## src/rtl/ro_sched.sv

```systemverilog
// Purpose : round-robin share of one iterative CORDIC rotation unit among NUM_REQ requesters.
// Latency : issue at t0, direction bits t0..t(ITER_NUM-1), tagged response at t(ITER_NUM+1).
// Backpres: one op in flight; requests hold their level until granted, never dropped.
//
// Ports:
//   i_clk, i_rst_n           clock (rising edge), synchronous active-low reset
//   i_req/_x/_y/_dvec        per-requester level request with packed operand and direction slices
//   o_gnt                    one-hot grant; request consumed when i_req[r] & o_gnt[r]
//   o_ro_data_valid/x/y      operand issue to the rotation unit
//   o_ro_d_valid/o_ro_d      per-iteration direction bit to the rotation unit
//   i_ro_data_valid/x/y      result from the rotation unit
//   o_resp_valid/id/x/y      result pulse tagged with owning requester
//   o_busy, o_err            op in flight, sticky protocol error
module ro_sched #(
    parameter int NUM_REQ     = 4,
    parameter int INOUT_WIDTH = 16,
    parameter int ITER_NUM    = 9,
    parameter int ID_W        = 2
) (
    input  logic                            i_clk,
    input  logic                            i_rst_n,
    input  logic [NUM_REQ-1:0]              i_req,
    input  logic [NUM_REQ*INOUT_WIDTH-1:0]  i_req_x,
    input  logic [NUM_REQ*INOUT_WIDTH-1:0]  i_req_y,
    input  logic [NUM_REQ*ITER_NUM-1:0]     i_req_dvec,
    output logic [NUM_REQ-1:0]              o_gnt,
    output logic                            o_ro_data_valid,
    output logic [INOUT_WIDTH-1:0]          o_ro_x,
    output logic [INOUT_WIDTH-1:0]          o_ro_y,
    output logic                            o_ro_d_valid,
    output logic                            o_ro_d,
    input  logic                            i_ro_data_valid,
    input  logic [INOUT_WIDTH-1:0]          i_ro_x,
    input  logic [INOUT_WIDTH-1:0]          i_ro_y,
    output logic                            o_resp_valid,
    output logic [ID_W-1:0]                 o_resp_id,
    output logic [INOUT_WIDTH-1:0]          o_resp_x,
    output logic [INOUT_WIDTH-1:0]          o_resp_y,
    output logic                            o_busy,
    output logic                            o_err
);

    localparam int CNT_W = $clog2(ITER_NUM + 1);

    typedef enum logic [1:0] {IDLE, ROT, SCALE, RESULT} state_t;

    state_t              state, state_nxt;
    logic [ID_W-1:0]     rr_ptr, rr_nxt;
    logic [ID_W-1:0]     id_q, id_nxt;
    logic [CNT_W-1:0]    cnt, cnt_nxt;
    logic [ITER_NUM-1:0] dvec_q, dvec_nxt;
    logic                err_q, err_nxt;

    // Unpacked views of the per-requester slices so selection uses a plain index.
    logic [INOUT_WIDTH-1:0] req_x_a    [NUM_REQ];
    logic [INOUT_WIDTH-1:0] req_y_a    [NUM_REQ];
    logic [ITER_NUM-1:0]    req_dvec_a [NUM_REQ];

    for (genvar g = 0; g < NUM_REQ; g++) begin : g_slice
        assign req_x_a[g]    = i_req_x[g*INOUT_WIDTH +: INOUT_WIDTH];
        assign req_y_a[g]    = i_req_y[g*INOUT_WIDTH +: INOUT_WIDTH];
        assign req_dvec_a[g] = i_req_dvec[g*ITER_NUM +: ITER_NUM];
    end

    // Round-robin pick: first set request at or after rr_ptr, wrapping.
    logic            gnt_found;
    logic [ID_W-1:0] gnt_idx;

    always_comb begin
        int c;
        logic [ID_W-1:0] cand;
        gnt_found = 1'b0;
        gnt_idx   = '0;
        c         = 0;
        cand      = '0;
        for (int i = 0; i < NUM_REQ; i++) begin
            c = int'(rr_ptr) + i;
            if (c >= NUM_REQ) c = c - NUM_REQ;
            cand = ID_W'(c);
            if (!gnt_found && i_req[cand]) begin
                gnt_found = 1'b1;
                gnt_idx   = cand;
            end
        end
    end

    logic                   issue;
    logic [NUM_REQ-1:0]     gnt;
    logic                   ro_dv, d_v, d_bit, resp_v, busy;
    logic [INOUT_WIDTH-1:0] ro_x, ro_y;

    always_comb begin
        state_nxt = state;
        cnt_nxt   = cnt;
        dvec_nxt  = dvec_q;
        id_nxt    = id_q;
        rr_nxt    = rr_ptr;
        err_nxt   = err_q;
        issue     = 1'b0;
        gnt       = '0;
        ro_dv     = 1'b0;
        ro_x      = '0;
        ro_y      = '0;
        d_v       = 1'b0;
        d_bit     = 1'b0;
        resp_v    = 1'b0;
        busy      = 1'b0;

        case (state)
            IDLE: begin
                issue = gnt_found;
            end
            ROT: begin
                busy    = 1'b1;
                d_v     = 1'b1;
                d_bit   = dvec_q[cnt];
                cnt_nxt = cnt + 1'b1;
                if (cnt == CNT_W'(ITER_NUM - 1)) begin
                    cnt_nxt   = '0;
                    state_nxt = SCALE;
                end
            end
            SCALE: begin
                busy      = 1'b1;
                state_nxt = RESULT;
            end
            RESULT: begin
                busy      = 1'b1;
                resp_v    = 1'b1;
                state_nxt = IDLE;
                if (!i_ro_data_valid) err_nxt = 1'b1;
                // Re-arbitrate now so a waiting requester issues with no bubble.
                issue = gnt_found;
            end
            default: state_nxt = IDLE;
        endcase

        if (i_ro_data_valid && state != RESULT) err_nxt = 1'b1;

        // Issue cycle: operands and the first direction bit go out together.
        if (issue) begin
            gnt       = NUM_REQ'(1) << gnt_idx;
            busy      = 1'b1;
            ro_dv     = 1'b1;
            ro_x      = req_x_a[gnt_idx];
            ro_y      = req_y_a[gnt_idx];
            d_v       = 1'b1;
            d_bit     = req_dvec_a[gnt_idx][0];
            dvec_nxt  = req_dvec_a[gnt_idx];
            id_nxt    = gnt_idx;
            rr_nxt    = (gnt_idx == ID_W'(NUM_REQ - 1)) ? '0 : gnt_idx + 1'b1;
            cnt_nxt   = CNT_W'(1);
            state_nxt = ROT;
        end
    end

    always_ff @(posedge i_clk) begin
        if (!i_rst_n) begin
            state  <= IDLE;
            rr_ptr <= '0;
            cnt    <= '0;
            dvec_q <= '0;
            id_q   <= '0;
            err_q  <= 1'b0;
        end else begin
            state  <= state_nxt;
            rr_ptr <= rr_nxt;
            cnt    <= cnt_nxt;
            dvec_q <= dvec_nxt;
            id_q   <= id_nxt;
            err_q  <= err_nxt;
        end
    end

    // Outputs are held at zero while reset is asserted so nothing leaks mid-reset.
    assign o_gnt           = i_rst_n ? gnt : '0;
    assign o_ro_data_valid = i_rst_n & ro_dv;
    assign o_ro_x          = i_rst_n ? ro_x : '0;
    assign o_ro_y          = i_rst_n ? ro_y : '0;
    assign o_ro_d_valid    = i_rst_n & d_v;
    assign o_ro_d          = i_rst_n & d_bit;
    assign o_resp_valid    = i_rst_n & resp_v;
    // Tag comes from the latched id, so a same-cycle re-issue cannot alter it.
    assign o_resp_id       = (i_rst_n && resp_v) ? id_q : '0;
    assign o_resp_x        = (i_rst_n && resp_v) ? i_ro_x : '0;
    assign o_resp_y        = (i_rst_n && resp_v) ? i_ro_y : '0;
    assign o_busy          = i_rst_n & busy;
    assign o_err           = i_rst_n & err_q;

endmodule

```

## config.mk

```make
export PLATFORM = sky130hd
export DESIGN_NAME = ro_sched
export DESIGN_NICKNAME = d
export VERILOG_FILES = /design/src/rtl/ro_sched.sv
export SDC_FILE = /design/constraint.sdc
export NUM_CORES = 1
export LEC_CHECK = 0
export ABC_AREA = 1
export CAP_MARGIN = 10
export CORE_MARGIN = 3
export CORE_UTILIZATION = 35
export DETAILED_ROUTE_END_ITERATION = 10
export HOLD_SLACK_MARGIN = 0.08
export PLACE_DENSITY = 0.87
export SLEW_MARGIN = 20
export SYNTH_ARGS = -nofsm -noshare
export SYNTH_HDL_FRONTEND = slang
export SYNTH_SLANG_ARGS = --single-unit
```

## constraint.sdc

```tcl
create_clock -name i_clk -period 2.2 [get_ports i_clk]
set_input_delay 0.33 -clock i_clk [delete_from_list [all_inputs] [get_ports i_clk]]
set_output_delay 0.33 -clock i_clk [all_outputs]
set_load 0.03 [all_outputs]
```

# [After elaboration in Yosys (flattened, before gate mapping)]
# Index checks and enable logic that the tools add are counted.
[totals] regBits=20 output_inout_bits=76 wordCells=123
[classes] addsub=9 magnitude_cmp=10 n_eq_ne=9 n_shift=1 mux=59 bitwise_logic=8 reduce_logical=19
[ops] op="$mux 16" count=10
[ops] op="$bmux 16 s2" count=2
[ops] op="$mux 1" count=24
[ops] op="$mux 2" count=11
[ops] op="$bmux 9 s2" count=1
[ops] op="$mux 9" count=2
[ops] op="$ge 3x3->1 const B" count=4
[ops] op="$lt 2x3->1 const B" count=4
[ops] op="$mux 4" count=3
[ops] op="$bmux 1 s2" count=4
[ops] op="$sub 2x1->2 const B" count=4
[ops] op="$add 2x2->3 const B" count=2
[ops] op="$and 1x1->1" count=6
[ops] op="$eq 2x2->1 const B" count=3
[ops] op="$pmux 2 s3" count=1
[ops] op="$reduce_and 2->1" count=3
[ops] op="$logic_and 1x1->1" count=5
[ops] op="$lt 4x5->1 const B" count=1
[ops] op="$add 4x1->4 const B" count=1
[ops] op="$bmux 1 s4" count=1
[ops] op="$eq 4x4->1 const B" count=1
[ops] op="$ne 2x2->1 const B" count=2
[ops] op="$reduce_bool 2->1" count=2
[ops] op="$reduce_bool 4->1" count=1
[ops] op="other kinds (14)" count=17

# [Logic depth before layout (Yosys ltp)]
# Gate-level depths: netlist (run 1).
[logic_depth] ltp_word=20 mapped_depth=16 mapped_depth_nobuf=14

# [Worst setup path after synthesis (run 1)]
# Ideal clock, no wire load.
[synth_timing] kind="reg-to-output" start="reg rr_ptr[0]" end="out o_gnt[2]" arrival_time_ps=2004 required_ps=1870 slack_ps=-134 path_stages_with_launch=15 path_buffers=3 cell_sequence="dfxtp_1 > buf_6 > inv_4 > nand2_1 > nand2_1 > nand2_1 > nand2_1 > nor2_4 > nand3_4 > nand3_2 > buf_8 > buf_6 > ha_1 > nand2_1 > nor2_1"
[synth_via] elab_chain_cells=17 elab_cells_between_ends=41 classes_between="7 x add/sub; 4 x order compare; 1 x shift; 23 x mux; 6 x reduce/logical"
[synth_lines] item="start: declaration" line_no="48" rtl="logic [ID_W-1:0] rr_ptr, rr_nxt;"
[synth_lines] item="start signal: assignment" line_no="167" rtl="rr_ptr <= rr_nxt;"
[synth_lines] item="branches (longest 15 deep; another with $add 2x1->3)"
[synth_lines] item="$mux 4 (*)" line_no="141" rtl="if (issue) begin"
[synth_lines] item="$mux 4 (*)" line_no="176" rtl="assign o_gnt = i_rst_n ? gnt : '0;"
[synth_lines] item="end: declaration" line_no="26" rtl="output logic [NUM_REQ-1:0] o_gnt,"
# Mark *: on every way between the ends. The select of a mux whose other input is x is not followed.

# [Worst setup path after layout (run 1)]
[layout_timing] start="reg rr_ptr[0]" end="out o_ro_x[4]"
[layout_via] elab_chain_cells=20 elab_cells_between_ends=44 classes_between="7 x add/sub; 4 x order compare; 26 x mux; 1 x bitwise; 6 x reduce/logical"
[layout_lines] item="branches (longest 18 deep; another with $add 2x1->3)"
[layout_lines] item="$mux 16 (*)" line_no="141"
[layout_lines] item="$mux 16 (*)" line_no="178" rtl="assign o_ro_x = i_rst_n ? ro_x : '0;"
[layout_lines] item="end: declaration" line_no="28" rtl="output logic [INOUT_WIDTH-1:0] o_ro_x,"
# Marks and branches as above.

==> impl_metrics.json, run 1 <==
{
  "status": "finished, violations left",
  "violations": "negative setup slack",
  "syn-num-nets": 947,
  "maxCapViolCount": 0,
  "clk_latency_ps": 270,
  "dp_hpwl_microns": 12700,
  "yosys_warnings": 0,
  "fin_area_sq_mm": 0.00782,
  "num_rows": 36,
  "avgRoutedWirePerCell_microns": 15.6,
  "cp.required_ps": 1870,
  "path_clk_slew_ps": 70,
  "htreeDepth": 1,
  "met1_usage_pct": 30.6,
  "mostFrequentLayoutCells": "clkdlybuf4s50_1, inv_1, nand2_1, nand3_1, buf_4",
  "dieArea_sq_mm": 0.0119,
  "die_h_microns": 109,
  "critPathKind": "reg -> out",
  "rr_worst_depth": 15,
  "place_area_sq_mm": 0.00682,
  "io_pins": 279,
  "syn_area_sq_mm": 0.00371,
  "powerDensity_mw_per_mm2": 1390,
  "viasPerCell": 4.96,
  "synth_edf_count": 0,
  "fin_crit_sh_pct": 127,
  "start_util_pct": 36.9,
  "cts_root_buf": "clkbuf_8",
  "numCtsBuffers": 3,
  "cp_cell_sequence": "buf_12, buf_6, nand2_2, nand2_1, nand2_2, nand2_2, nor2_4, nand3_4, inv_4, nor2_4, nor2_4, buf_12, clkbuf_16, nand3_1, a21oi_2, buf_6",
  "totalWireLength_microns": 18300,
  "diodes": 0,
  "grtUsageMet3_pct": 4.91,
  "ys_seq_area_share_pct": 10.8,
  "synth-seq-cells": 20,
  "syn_inst": 733,
  "syn2layout_area_growth_pct": 111,
  "drc": 0,
  "critPathMaxStageDelay_ps": 370,
  "whs_path_depth": 2,
  "crit_arrival_ps": 2460,
  "leakagePower_uw": 0.00404,
  "grt_use_met2_pct": 45.0,
  "async_flop_share_pct": 0,
  "ant_nets": 0,
  "num_vias": 5790,
  "setup_tns_ps": -20800,
  "cp_max_fo": 14,
  "grt_overflow": 0,
  "busiest_layer": "met2",
  "antenna_found_initial": 0,
  "worstMarginPinSlew_ps": 356,
  "dr.pass1.iters": 5,
  "drv_slew": 0,
  "grt_pass1_vias": 5339,
  "grt_pass1_wl_microns": 25000,
  "crit_path_end": "o_ro_x[4]",
  "max-vdd-ir-drop_mv": 0.889,
  "clockBufferDepth": 2,
  "cp_slowest_cell": "dfxtp_4",
  "fillCellCount": 698,
  "synth_area_per_cell_sq_um": 5.06,
  "reg2reg_to": "cnt[2]$_SDFFE_PP0P_",
  "r2r_start": "rr_ptr[0]$_SDFFE_PN0N_",
  "min_period_ps": 2790,
  "crit_path_start_kind": "flip-flop",
  "cp-end-kind": "output pin",
  "gp_congestion": 0.874,
  "skew_ps": 5.50,
  "layout_setup_ws_ps": -594,
  "finalNetCount": 1250,
  "hold_viol": 0,
  "die_x_microns": 109,
  "grt_setup_unrepaired": "yes",
  "dr.first_iter.drc_count": 344,
  "drive_gt1_share_pct": 26.2,
  "groute.usage.overall_pct": 25.5,
  "core_area_sq_mm": 0.0100,
  "relSlewSlack_pct": 76.3,
  "r2r_slack_ps": -50,
  "cts_tree": "built",
  "synth_flop_cell": "dfxtp_1",
  "post-place-ws_ps": -438,
  "yosys.cell_types.count": 30,
  "setup_viol": 51,
  "mostFrequentLayoutCell": "clkdlybuf4s50_1",
  "clock_sinks": 20,
  "hold_class": "reg -> reg",
  "hold_ws_ps": 452,
  "hold_buffers": 0,
  "io_buffers": 278,
  "grt_max_degree": 41,
  "cp-startpoint": "rr_ptr[0]$_SDFFE_PN0N_",
  "fmax_ghz": 0.358
}
## critical path, delay by kind of cell, from the launching register on
family	cells	cell delay, ps
AO/OA/AOI/OAI	1	180
AND/OR/NAND/NOR	9	830
buffers and inverters	6	800
flip-flops	1	370
## sequential cells by signal (all words and copies together), names as in the netlist
name,flops
cnt,4
err_q,1
rr_ptr,2
state,2
dvec_q,9
id_q,2
## cell type report
class,count,area [sq um],area share [%]
timing repair buffer,344,3630,46.5
multi-input combinational,472,2820,36.1
clock buffer,3,41.3,0.528
sequential,20,408,5.22
tap,133,166,2.13
inverter,195,749,9.59
## power breakdown
group / total, uW / internal (uW) / leakage [uW] / switching, uW
clock network: 246 / 122 / 0.0000216 / 124
logic: 10000 / 4370 / 0.00385 / 5660
registers: 591 / 490 / 0.000166 / 102
total: 10900 / 4990 / 0.00404 / 5890
## metal layers
metal	part of all wire, %	up-vias
met5	0	-
met3	7.3	61
met4	3.7	0
met1	38	2621
met2	51	257
li1	-	2851
## how the worst min path moves through the flow
stage                      startpoint                      to  slack, ps
2_1_floorplan  dvec_q[1]$_SDFFE_PN0N_  dvec_q[1]$_SDFFE_PN0N_        420
3_3_place_gp   dvec_q[6]$_SDFFE_PN0N_  dvec_q[6]$_SDFFE_PN0N_        440
3_5_place_dp   dvec_q[5]$_SDFFE_PN0N_  dvec_q[5]$_SDFFE_PN0N_        440
4_1_cts        dvec_q[6]$_SDFFE_PN0N_  dvec_q[6]$_SDFFE_PN0N_        450
5_1_grt        dvec_q[0]$_SDFFE_PN0N_  dvec_q[0]$_SDFFE_PN0N_        470
6_report       dvec_q[6]$_SDFFE_PN0N_  dvec_q[6]$_SDFFE_PN0N_        450
## what timing repair did
action | 4_1_cts | 5_1_grt
buffers inserted | 1 | 14
setup endpoints to repair | 40 | 49
pin swaps | 0 | 30
resized for setup | 49 | 110
gates cloned | 0 | 10
## stage by stage
stage | utilization (%) | instances | total power [uW]
after detailed placement | 67.9 | 1140 | 8090
final | 77.8 | 1167 | 10900
after global placement | 67.9 | 1140 | 8030
after floorplan | - | 733 | 5600
after CTS | 70.2 | 1144 | 8730
after global routing | 77.8 | 1167 | 11500
## cells in the mapped netlist, drive strengths merged, types with 2 or more instances
cell type / number / area share [%]
inv: 194 / 20
nand2: 190 / 20
nand3: 101 / 14
nor2: 57 / 6.3
nand4: 53 / 8.9
a21oi: 38 / 5.1
buf: 30 / 6.2
dfxtp: 20 / 11
clkbuf: 16 / 1.6
o21ai: 14 / 1.9
ha: 11 / 3.7
o211ai: 2 / 0.40
o22ai: 2 / 0.34
xor2: 2 / 0.47
## cell families after synthesis
kind of cell             after synthesis  synth area share (%)
adder cells (fa/ha/maj)               11                  3.71
AND/OR/NAND/NOR                      402                  49.5
flip-flops                            20                  10.8
AO/OA/AOI/OAI                         57                  7.96
XOR/XNOR                               2                 0.472
buffers and inverters                241                  27.6
Power figures use the tool's default switching activity.
==> inputs of run 2 (changes only) <==
SLEW_MARGIN = unset   (was 20)
clock period = 3.2 ns   (was 2.2 ns; I/O delays follow)
==> run 2 against run 1 <==
Against the previous run:
- the flow now finishes without violations
- flip-flop and latch count stayed put
- via count is 8.1% lower
- clock power is 21% lower
- cell area is 16% lower
- critical path depth is 1 lower
- clock-buffer cell count is 1 higher
- critical endpoint is now o_ro_d
==> impl_metrics.json, run 2 (same netlist as run 1, synthesis figures left out) <==
{
  "clockBufferDepth": 2,
  "grt_overflow": 0,
  "totalWireLength_microns": 15700,
  "drv_slew": 0,
  "groute.usage.overall_pct": 25.4,
  "numCtsBuffers": 3,
  "relSlewSlack_pct": 75.3,
  "core_area_sq_mm": 0.0100,
  "largest-register": "dvec_q",
  "viasPerCell": 4.75,
  "io_buffers": 278,
  "crit_family": "simple AND/OR/NAND/NOR gates",
  "grt_setup_unrepaired": "yes",
  "critPathKind": "in -> out",
  "cts_root_buf": "clkbuf_8",
  "die_h_microns": 109,
  "start_util_pct": 36.9,
  "grt_max_degree": 52,
  "dr.first_iter.drc_count": 289,
  "place_area_sq_mm": 0.00647,
  "powerDensity_mw_per_mm2": 792,
  "diodes": 0,
  "finalNetCount": 1202,
  "drive_gt1_share_pct": 7.90,
  "clock_sinks": 20,
  "hold_class": "reg -> reg",
  "top_regs": "dvec_q (9), cnt (4)",
  "clk_latency_ps": 260,
  "max-vdd-ir-drop_mv": 0.468,
  "syn2layout_area_growth_pct": 76.1,
  "fmax_ghz": 0.330,
  "cts_tree": "built",
  "cp.required_ps": 2720,
  "crit_arrival_ps": 2550,
  "min_period_ps": 3030,
  "antenna_found_initial": 0,
  "skew_ps": 5.32,
  "gp_congestion": 0.915,
  "htreeDepth": 1,
  "mostFrequentLayoutCell": "clkdlybuf4s50_1",
  "avgRoutedWirePerCell_microns": 14.1,
  "grt_pass1_vias": 5007,
  "num_rows": 36,
  "mostFrequentLayoutCells": "clkdlybuf4s50_1, inv_1, nand2_1, nand3_1",
  "hold_ws_ps": 457,
  "grt_pass1_wl_microns": 24300,
  "drc": 0,
  "largest_reg_flops": 9,
  "die_x_microns": 109,
  "hold_viol": 0,
  "io_pins": 279,
  "dieArea_sq_mm": 0.0119,
  "status": "finished, final reports clean",
  "cp_max_fo": 25,
  "cp-startpoint": "i_req[0]",
  "cts_setup_buffers": 0,
  "cp_slowest_cell": "clkdlybuf4s50_1",
  "dp_hpwl_microns": 12700,
  "leakagePower_uw": 0.00349,
  "dr.pass1.iters": 5,
  "worstMarginPinSlew_ps": 369,
  "num_vias": 5320,
  "critPathBufInv": 4,
  "holdCritStartpoint": "dvec_q[3]$_SDFFE_PN0N_",
  "ant_nets": 0,
  "fin_area_sq_mm": 0.00653,
  "critPathMaxStageDelay_ps": 440,
  "cpMostUsedCell": "nand2_1",
  "setup_tns_ps": 0,
  "r2r_start": "rr_ptr[0]$_SDFFE_PN0N_",
  "setup_viol": 0,
  "path_clk_slew_ps": 70,
  "maxCapViolCount": 0,
  "cp_cell_sequence": "clkdlybuf4s50_1, inv_1, nand2_1, nand3_1, nand2_1, nor2_4, nand3_4, nand3_4, buf_4, nand2_1, nand3_1, nand2_1, nand2_1, nand2_1, buf_4",
  "crit_path_start_kind": "input pin",
  "cp-end-kind": "output pin",
  "fin_crit_sh_pct": 94.7
}
==> run 2: changes by cell type in the layout (fill, tap and decap cells not counted), moves of 6 or more <==
cell             previous run  this run
a21oi_1                     6        38
clkbuf_16                   8         0
nor2_1                     47        53
buf_4                      66        50
buf_6                      49         2
nand2_1                   154       187
nand2_2                    31         2
a21oi_2                    29         0
clkdlybuf4s50_1           202       240
nand3_4                    10         2
buf_12                     16         4
nand3_1                    69        97
nand3_2                    22         2
==> run 2: per-layer routing <==
| layer | vias up | share of wire, % | global-route usage (%) |
|---|---|---|---|
| li1 | 2747 | - | - |
| met5 | - | 0 | 0 |
| met1 | 2360 | 38 | 29.6 |
| met4 | 0 | 2.1 | 6.31 |
| met2 | 186 | 52 | 46.3 |
| met3 | 27 | 7.7 | 6.10 |
==> run 2: what timing repair did <==
item,in CTS,in global routing
endpoints found under the hold margin,0,0
resized for setup,1,3
setup endpoints to repair,2,15
hold buffers,0,0
==> run 2: report_power, final <==
| part | internal [uW] | switching (uW) |
|---|---|---|
| registers | 333 | 76.5 |
| logic | 1660 | 2910 |
| clock network | 110 | 85.6 |
| total | 2100 | 3070 |
==> run 2: area by class of cell <==
type / instances / area (sq um)
Tap cell: 133 / 166
Timing Repair Buffer: 296 / 2880
Fill cell: 904 / 3510
Clock buffer: 4 / 55.1
Multi-Input combinational cell: 472 / 2290
Sequential cell: 20 / 402
Inverter: 195 / 737
==> run 2: worst min-delay path, cell delays in order, from the launching register on <==
cell     delay (ps)
dfxtp_1         320
nand2_1          60
nand2_1          40
==> run 2: path summary, 6_finish.rpt <==
path	end	slack [ps]	depth (start not counted)
setup / recovery	o_ro_d	170	15
setup reg to reg	rr_ptr[1]$_SDFFE_PN0N_	1010	14
hold / removal	dvec_q[3]$_SDFFE_PN0N_	460	2
hold reg to reg	dvec_q[3]$_SDFFE_PN0N_	460	2
==> run 2: metrics by stage <==
step / util [%] / total power, uW / cells / setup slack [ps]
2_1_floorplan: - / 3610 / 733 / 681
6_report: 65.0 / 5180 / 1120 / 169
3_3_place_gp: 64.4 / 4940 / 1116 / 5.37
5_1_grt: 65.0 / 5680 / 1120 / -15.5
3_5_place_dp: 64.4 / 4970 / 1116 / -24.5
4_1_cts: 64.9 / 5180 / 1120 / 105
